[config.mk]
export PLATFORM = sky130hd
export DESIGN_NAME = wm_coin_acceptor
export DESIGN_NICKNAME = d
export VERILOG_FILES = /design/src/rtl/wm_pkg.sv /design/src/rtl/wm_debounce.sv /design/src/rtl/wm_coin_acceptor.sv
export SDC_FILE = /design/constraint.sdc
export NUM_CORES = 1
export LEC_CHECK = 0
export ABC_AREA = 1
export BUFFER_PORTS_ARGS = -buffer_cell sky130_fd_sc_hd__clkbuf_2
export CAP_MARGIN = 5
export CORE_MARGIN = 2
export CORE_UTILIZATION = 60
export CTS_CLUSTER_SIZE = 8
export DETAILED_ROUTE_END_ITERATION = 7
export PLACE_DENSITY = 0.8
export SLEW_MARGIN = 20
export SYNTH_ARGS = -nofsm -noshare
export SYNTH_HDL_FRONTEND = slang
export SYNTH_SLANG_ARGS = --single-unit
[constraint.sdc]
create_clock -name clock -period 2.9 [get_ports clock]
set_clock_uncertainty 0.1 [all_clocks]
set_input_delay 0.58 -clock clock [delete_from_list [all_inputs] [get_ports clock]]
set_output_delay 0.58 -clock clock [all_outputs]
set_load 0.01 [all_outputs]
[src/rtl/wm_pkg.sv]
// Shared encodings for the washing-machine front end and controller.
// Latency: none (types and constants only).
// Backpressure: none.
package wm_pkg;

   // Coin acceptor states
   typedef enum logic [1:0] {
      ST_COLLECT = 2'd0,
      ST_PAID    = 2'd1,
      ST_REFUND  = 2'd2
   } acc_state_t;

   // Default pricing and debounce settings
   localparam int DEF_PRICE           = 4;
   localparam int DEF_DEBOUNCE_CYCLES = 8;

   // Controller state constants (owned by the downstream controller)
   typedef enum logic [2:0] {
      CTL_IDLE  = 3'd0,
      CTL_READY = 3'd1,
      CTL_FILL  = 3'd2,
      CTL_WASH  = 3'd3,
      CTL_RINSE = 3'd4,
      CTL_SPIN  = 3'd5
   } ctl_state_t;

endpackage

[src/rtl/wm_debounce.sv]
// Synchronizes and debounces the raw coin sensor, emits a pulse on each debounced rise.
// Latency: raw rise -> rise_pulse after 2 + DEBOUNCE_CYCLES clocks.
// Backpressure: none; pulses shorter than DEBOUNCE_CYCLES are dropped.
import wm_pkg::*;

module wm_debounce #(
   parameter int DEBOUNCE_CYCLES = DEF_DEBOUNCE_CYCLES,
   parameter int DB_W            = 4
) (
   input  logic clock,
   input  logic reset,
   input  logic raw_in,
   output logic level_out,
   output logic rise_pulse
);

   logic            sync1;
   logic            sync2;
   logic [DB_W-1:0] cnt;
   logic            differ;
   logic            accept;

   assign differ = (sync2 != level_out);
   assign accept = differ && (cnt == DB_W'(DEBOUNCE_CYCLES - 1));

   // Two-flop synchronizer for the asynchronous sensor input
   always_ff @(posedge clock or posedge reset) begin
      if (reset) begin
         sync1 <= 1'b0;
         sync2 <= 1'b0;
      end else begin
         sync1 <= raw_in;
         sync2 <= sync1;
      end
   end

   // Count consecutive differing samples; adopt the new level once the run is long enough
   always_ff @(posedge clock or posedge reset) begin
      if (reset) begin
         cnt        <= '0;
         level_out  <= 1'b0;
         rise_pulse <= 1'b0;
      end else begin
         rise_pulse <= accept && sync2;
         if (accept) begin
            level_out <= sync2;
            cnt       <= '0;
         end else if (differ) begin
            cnt <= cnt + DB_W'(1);
         end else begin
            cnt <= '0;
         end
      end
   end

endmodule

[src/rtl/wm_coin_acceptor.sv]
// Counts debounced coins into credit, raises paid flag at PRICE, ejects coins on cancel/excess.
// Latency: coin_raw rise -> credit update 11 clocks; coin follows credit==PRICE by 1 clock.
// Backpressure: none; refunds eject one coin every other cycle, excess coins while paid are returned.
import wm_pkg::*;

module wm_coin_acceptor #(
   parameter int PRICE           = DEF_PRICE,
   parameter int CNT_W           = 3,
   parameter int DEBOUNCE_CYCLES = DEF_DEBOUNCE_CYCLES,
   parameter int DB_W            = 4
) (
   input  logic             clock,
   input  logic             reset,
   input  logic             coin_raw,
   input  logic             cancel,
   input  logic             cycle_start,
   output logic             coin,
   output logic             coin_Return,
   output logic [CNT_W-1:0] credit,
   output logic             refunding
);

   localparam logic [CNT_W-1:0] PRICE_C = CNT_W'(PRICE);

   acc_state_t       state, state_n;
   logic [CNT_W-1:0] credit_n;
   logic [CNT_W-1:0] credit_inc;
   logic [CNT_W-1:0] credit_dec;
   logic             gap, gap_n;
   logic             ret_n;
   logic             coin_level;
   logic             coin_rise;
   logic             coin_evt;

   wm_debounce #(
      .DEBOUNCE_CYCLES (DEBOUNCE_CYCLES),
      .DB_W            (DB_W)
   ) u_db (
      .clock      (clock),
      .reset      (reset),
      .raw_in     (coin_raw),
      .level_out  (coin_level),
      .rise_pulse (coin_rise)
   );

   // A rise is only honoured while the debounced level reads high
   assign coin_evt   = coin_rise && coin_level;
   assign credit_inc = credit + CNT_W'(coin_evt);
   assign credit_dec = credit - CNT_W'(1) + CNT_W'(coin_evt);
   assign refunding  = (state == ST_REFUND);

   // Next-state, next-credit and ejection decision
   always_comb begin
      state_n  = state;
      credit_n = credit;
      gap_n    = gap;
      ret_n    = 1'b0;
      unique case (state)
         ST_COLLECT: begin
            credit_n = credit_inc;
            // Cancel wins over reaching PRICE: a completing coin is refunded too
            if (cancel && (credit_inc != '0)) begin
               state_n = ST_REFUND;
               gap_n   = 1'b0;
            end else if (coin_evt && (credit_inc == PRICE_C)) begin
               state_n = ST_PAID;
            end
         end
         ST_PAID: begin
            // Excess coin goes straight back out; credit stays at PRICE
            ret_n = coin_evt;
            if (cycle_start) begin
               credit_n = '0;
               state_n  = ST_COLLECT;
            end else if (cancel) begin
               state_n = ST_REFUND;
               // An excess ejection this cycle acts as a pulse, so start on a gap
               gap_n   = coin_evt;
            end
         end
         ST_REFUND: begin
            if (!gap) begin
               ret_n    = 1'b1;
               credit_n = credit_dec;
               gap_n    = 1'b1;
            end else if (coin_evt && (credit == PRICE_C)) begin
               // Credit is full: eject the new coin now and keep the gap phase
               ret_n = 1'b1;
            end else begin
               credit_n = credit_inc;
               if (credit_inc == '0) begin
                  state_n = ST_COLLECT;
               end else begin
                  gap_n = 1'b0;
               end
            end
         end
         default: begin
            state_n = ST_COLLECT;
         end
      endcase
   end

   // State, credit and output registers
   always_ff @(posedge clock or posedge reset) begin
      if (reset) begin
         state       <= ST_COLLECT;
         credit      <= '0;
         gap         <= 1'b0;
         coin_Return <= 1'b0;
         coin        <= 1'b0;
      end else begin
         state       <= state_n;
         credit      <= credit_n;
         gap         <= gap_n;
         coin_Return <= ret_n;
         coin        <= (state == ST_PAID);
      end
   end

endmodule

* Yosys cells after proc, flatten, opt, wreduce, memory -nomap -nowiden
Cells that the tools add are included.
** Word-level totals
- Register bits :: 16
- Latch bits :: 0
- RAM bits :: 0
- Memory bits (read-only) :: 0
- Input port bits :: 5
- Output and inout port bits :: 6
- Logic and storage cells :: 67
- Memories kept :: 0
** Operators by class
- Add/subtract/negate cells :: 4
- Multiply operators :: 0
- Div/mod/pow operators :: 0
- Order comparisons :: 0
- Equal/unequal tests :: 16
- Shifts and indexed selects :: 0
- Muxes and demuxes :: 24
- Bitwise gates (word level) :: 0
- Reduce and logical (&&, ||, !) cells :: 13
** Operator list (number)
- 2-bit 2-to-1 mux :: 7
- 2-bit inequality test (second input constant) :: 5
- 3-bit 2-to-1 mux :: 3
- 3-bit inequality test (second input constant) :: 3
- 3-bit case mux with 3 select lines :: 1
- 1-bit 2-to-1 mux :: 8
- 4-bit 2-to-1 mux :: 2
- 3-bit by 1-bit adder with 3-bit output :: 2
- 3-bit equality test (second input constant) :: 2
- 1-bit logical AND :: 6
- 2-bit case mux with 3 select lines :: 1
- 3-bit nonzero test :: 2
- 5-bit AND reduction :: 1
- 4-bit by 1-bit adder with 4-bit output (second input constant) :: 1
- 4-bit by 3-bit equality test with 1-bit output (second input constant) :: 1
- 2-bit by 1-bit inequality test with 1-bit output (second input constant) :: 2
- 4-bit AND reduction :: 1
- 3-bit zero test :: 1
- 1-bit case mux with 3 select lines :: 1
- 3-bit AND reduction :: 1
- 3-bit by 1-bit subtractor with 3-bit output (second input constant) :: 1
- 2-bit by 1-bit equality test with 1-bit output (second input constant) :: 1
- 2-bit equality test (second input constant) :: 1
- 2-bit zero test :: 1
- other kinds (2) :: 2

* Longest topological paths before layout
- Depth after elaboration :: 7
- Gate-level depth with buffers :: 13
- Mapped depth without buffers :: 13

* Cells and area by module
From an unflattened synthesis, not the netlist that was laid out.
** Unflattened totals
- Cell total of the unflattened synthesis :: 124
- Area, all modules :: 980.9 um^2
** By module, submodules not included
- wm_coin_acceptor :: times used 1, cells an instance 93, area each 668.1 um^2, sequential area each 200.2 um^2
- wm_debounce :: times used 1, cells an instance 31, area each 312.8 um^2, sequential area each 200.2 um^2

* Least setup slack after synthesis
Ideal clock, no wire load.
- Path type :: flip-flop to flip-flop
- Start :: register u_db.level_out
- End :: register state[0]
- Setup time :: 117 ps
- Data arrival time :: 1606 ps
- Required time :: 2683 ps
- Setup slack :: 1078 ps
- Stages on the path, launching flop included :: 13
- Path buffers :: 0
- Period minus slack after synthesis :: 1822 ps
- Cells stage by stage :: dfrtp_1 > nand2_2 > inv_1 > ha_1 > ha_1 > nor2_2 > nand3_4 > nand2_2 > nand2_2 > nor2_4 > nand2_2 > nand2_1 > nand2_1
** Between the ends
- Cells in the longest elaborated chain, start to end :: 6
- Elaborated cells between the ends (all ways) :: 14
- Those cells by class :: add/sub (1); eq/ne (4); mux (2); reduce/logical (7)
** RTL lines
- start, declared :: line wm_debounce.sv:13 : output logic level_out,
- start signal, assigned :: line wm_debounce.sv:46 : level_out <= sync2;
- 1-bit logical AND * :: line wm_coin_acceptor.sv:47 : assign coin_evt = coin_rise && coin_level;
- 3-bit by 1-bit adder with 3-bit output :: line wm_coin_acceptor.sv:48 : assign credit_inc = credit + CNT_W'(coin_evt);
- 3-bit equality test or 3-bit nonzero test (tied branches) :: line wm_coin_acceptor.sv:65, wm_coin_acceptor.sv:62
- 1-bit logical AND (on tied branches) :: line wm_coin_acceptor.sv:65, wm_coin_acceptor.sv:62
- 3-bit inequality test (no line) or 2-bit 2-to-1 mux (tied branches)
- 5-bit AND reduction (no line) or 2-bit case mux with 3 select lines (tied branches)
- end signal, assigned :: line wm_coin_acceptor.sv:113 : state <= state_n;
- end, declared :: line wm_coin_acceptor.sv:25 : acc_state_t state, state_n;
Mark *: on every way between the ends. The rest lies on a longest branch, timed or not.
A chain may end at the register's enable or synchronous reset.

* Worst setup path in the final report
Same ends and word-level chain as after synthesis.

==> qor.txt <==
Layout fillers -> 116
total gr overflow -> 0
H-tree depth -> 1
sequential fraction of the synthesis area -> 0.411
Max VDD drop -> 0.487 mV
Final period util -> 0.681
post-CTS setup repair buffer count -> 0
CTS Hold Buffers Added -> 0
critical path type -> reg -> reg
Synth Register Bits -> 16
largest net degree at the start of global routing -> 17
die height -> 44.3 µm
outcome -> completed
critical path arrival -> 2.07 ns
initial core utilization -> 0.646
most used cell, CP -> nand2_2
final hold slack -> 0.211 ns
pwr/cell area -> 998 mW/mm²
# setup viols final -> 0
Area Growth Syn to Fin -> 10.9%
CTS tree -> built
vias in the first global route -> 824
first-pass GRT wire length -> 3270 µm
critical path's top delay family -> simple AND/OR/NAND/NOR gates
drt pass-1 iters -> 4
Worst R2R Setup Slack -> 0.93 ns
I/O Pins -> 11
routed wire length per instance -> 11.8 µm
Max Slew Vio Count -> 0
syn avg cell area -> 8.11 µm²
CTS root buf -> clkbuf_4
Setup crit start kind -> register
Syn Nets -> 134
Core Rows -> 14
Cell Area, Synth -> 973 µm²
Clk Latency, worst-skew pair -> 0.30 ns
Antenna Nets Post-Route -> 0
Port Buffers -> 10
worst slew pin tran -> 0.598 ns
Worst Path Required -> 2.99 ns
Max stage delay cell, worst path -> dfrtp_1
post_cts resized -> 0
core area -> 0.00151 mm²
MaxCap Viol Count -> 0
Clock Tree Buf Depth -> 2
fmax -> 0.506 GHz
crit end category -> register
Yosys cell types -> 19
# nets final -> 149
relative max-transition margin -> 0.601
Tightest Hold Check Type -> in -> async
Reg clk slew, reported paths -> 0.10 ns
CP bufs+invs -> 1
CP max FO -> 4
Mapped Cells -> 120
Residual DRC -> 0
Vias/cell -> 5.17
RSZ-0062 raised after global routing -> false
ANT cells -> 0
fin crit period -> 1.97 ns
GRT Total Usage -> 0.230
Placer Congestion -> 0.830
DRT iter0 DRCs -> 16
TNS Setup -> 0 ns
HPWL after DPL -> 1400 µm
total die area -> 0.00196 mm²
P_leak -> 0.612 nW
CP max stage delay -> 0.42 ns
initial antenna violation count -> 0
clock sinks -> 16
final wirelength -> 1760 µm
Warnings, synthesis -> 0
Vias -> 776
final hold vios -> 0
share of layout cells above drive strength 1 -> 0.216
CTS Buf Count -> 3
crit-path cells -> nand2_2 > inv_1 > ha_1 > ha_1 > nor2_2 > nand3_4 > nand2_2 > nand2_2 > nor2_4 > nand2_2 > nand2_1 > nand2_1
chip width -> 44.3 µm
per-layer routing:
| metal | vias up | global-route usage | routed length [µm] |
|---|---|---|---|
| met5 | - | 0 | 0 |
| met4 | 0 | 0.121 | 53 |
| met2 | 16 | 0.382 | 817 |
| met3 | 7 | 0.0245 | 58 |
| li1 | 404 | - | - |
| met1 | 349 | 0.295 | 834 |
cell type report:
type                    count  area [µm²]  area share
clock buffers               4        36.3      0.0336
inverters                  21        78.8      0.0730
multi-input cells          83         494       0.458
flip-flops and latches     16         400       0.371
well taps                  16        20.0      0.0185
repair buffers             10        50.0      0.0463
cells in the mapped netlist, drive strengths merged:
library cell / count / area [µm²]
nand3: 12 / 82.6
inv: 21 / 78.8
xor2: 2 / 17.5
or2: 1 / 6.26
nand4: 1 / 6.26
xnor2: 1 / 8.76
nor2: 13 / 61.3
ha: 9 / 113
nand2: 31 / 134
a21oi: 4 / 20.0
dfrtp: 16 / 400
o21ai: 9 / 45.0
registers in the layout, summed over array words and instances, names as in the netlist:
| signal | count |
|---|---|
| coin | 1 |
| coin_Return | 1 |
| credit | 3 |
| gap | 1 |
| state | 2 |
| u_db.cnt | 4 |
| u_db.level_out | 1 |
| u_db.rise_pulse | 1 |
| u_db.sync1 | 1 |
| u_db.sync2 | 1 |
per-stage QoR:
| step | utilization | instances | area [µm²] | setup slack [ns] | power [mW] |
|---|---|---|---|---|---|
| 5_1_grt | 0.717 | 150 | 1080 | 0.748 | 1.19 |
| 3_5_place_dp | 0.693 | 146 | 1040 | 0.952 | 0.932 |
| 6_report | 0.717 | 150 | 1080 | 0.925 | 1.08 |
| 3_3_place_gp | 0.693 | 146 | 1040 | 1.02 | 0.911 |
| 4_1_cts | 0.717 | 150 | 1080 | 0.939 | 1.09 |
| 2_1_floorplan | - | 120 | 973 | 1.08 | 0.797 |
kinds of logic (layout without fill, tap and decap cells):
kind of cell	Yosys count	in the layout	synth area share
AOI/OAI and AO/OA	13	13	0.0668
xor gates and xnor gates	3	3	0.0270
adders and majority gates	9	9	0.116
buffers and inverters	21	35	0.0810
DFF	16	16	0.411
and+or+nand+nor	58	58	0.298
worst paths after layout:
path / cells after the start / end / from
setup reg to reg: 12 / state[0] / u_db.level_out
hold / removal: 2 / credit[0] / reset
min in group clock: 0 / u_db.sync2 / u_db.sync1
hold reg to reg: 0 / u_db.sync2 / u_db.sync1
setup / recovery: 12 / state[0] / u_db.level_out
max in group asynchronous: 2 / state[1] / reset
where the power goes:
| part | switching, mW | internal [mW] | total (mW) | leakage, nW |
|---|---|---|---|---|
| Clock | 0.0765 | 0.0766 | 0.153 | 0.0210 |
| Sequential | 0.0593 | 0.293 | 0.352 | 0.209 |
| Combinational | 0.350 | 0.222 | 0.572 | 0.382 |
worst register-to-register path: stages (launching register included):
cell and delay (ns):
dfrtp_1 0.42, nand2_2 0.10, inv_1 0.08, ha_1 0.19
ha_1 0.30, nor2_2 0.18, nand3_4 0.11, nand2_2 0.07
nand2_2 0.06, nor2_4 0.10, nand2_2 0.06, nand2_1 0.05
nand2_1 0.05
layout by cell type (no fill, tap or decap), types with 2 or more instances in the layout:
cell type and n:
nand2_1 24, inv_1 19, dfrtp_1 16, nor2_1 10
clkbuf_2 10, nand3_1 9, ha_1 9, nand2_2 7
o21ai_1 5, o21ai_0 4, a21oi_1 4, clkbuf_4 3
inv_2 2, nand3_2 2, nor2_2 2, xor2_1 2
Power figures use the tool's default switching activity.
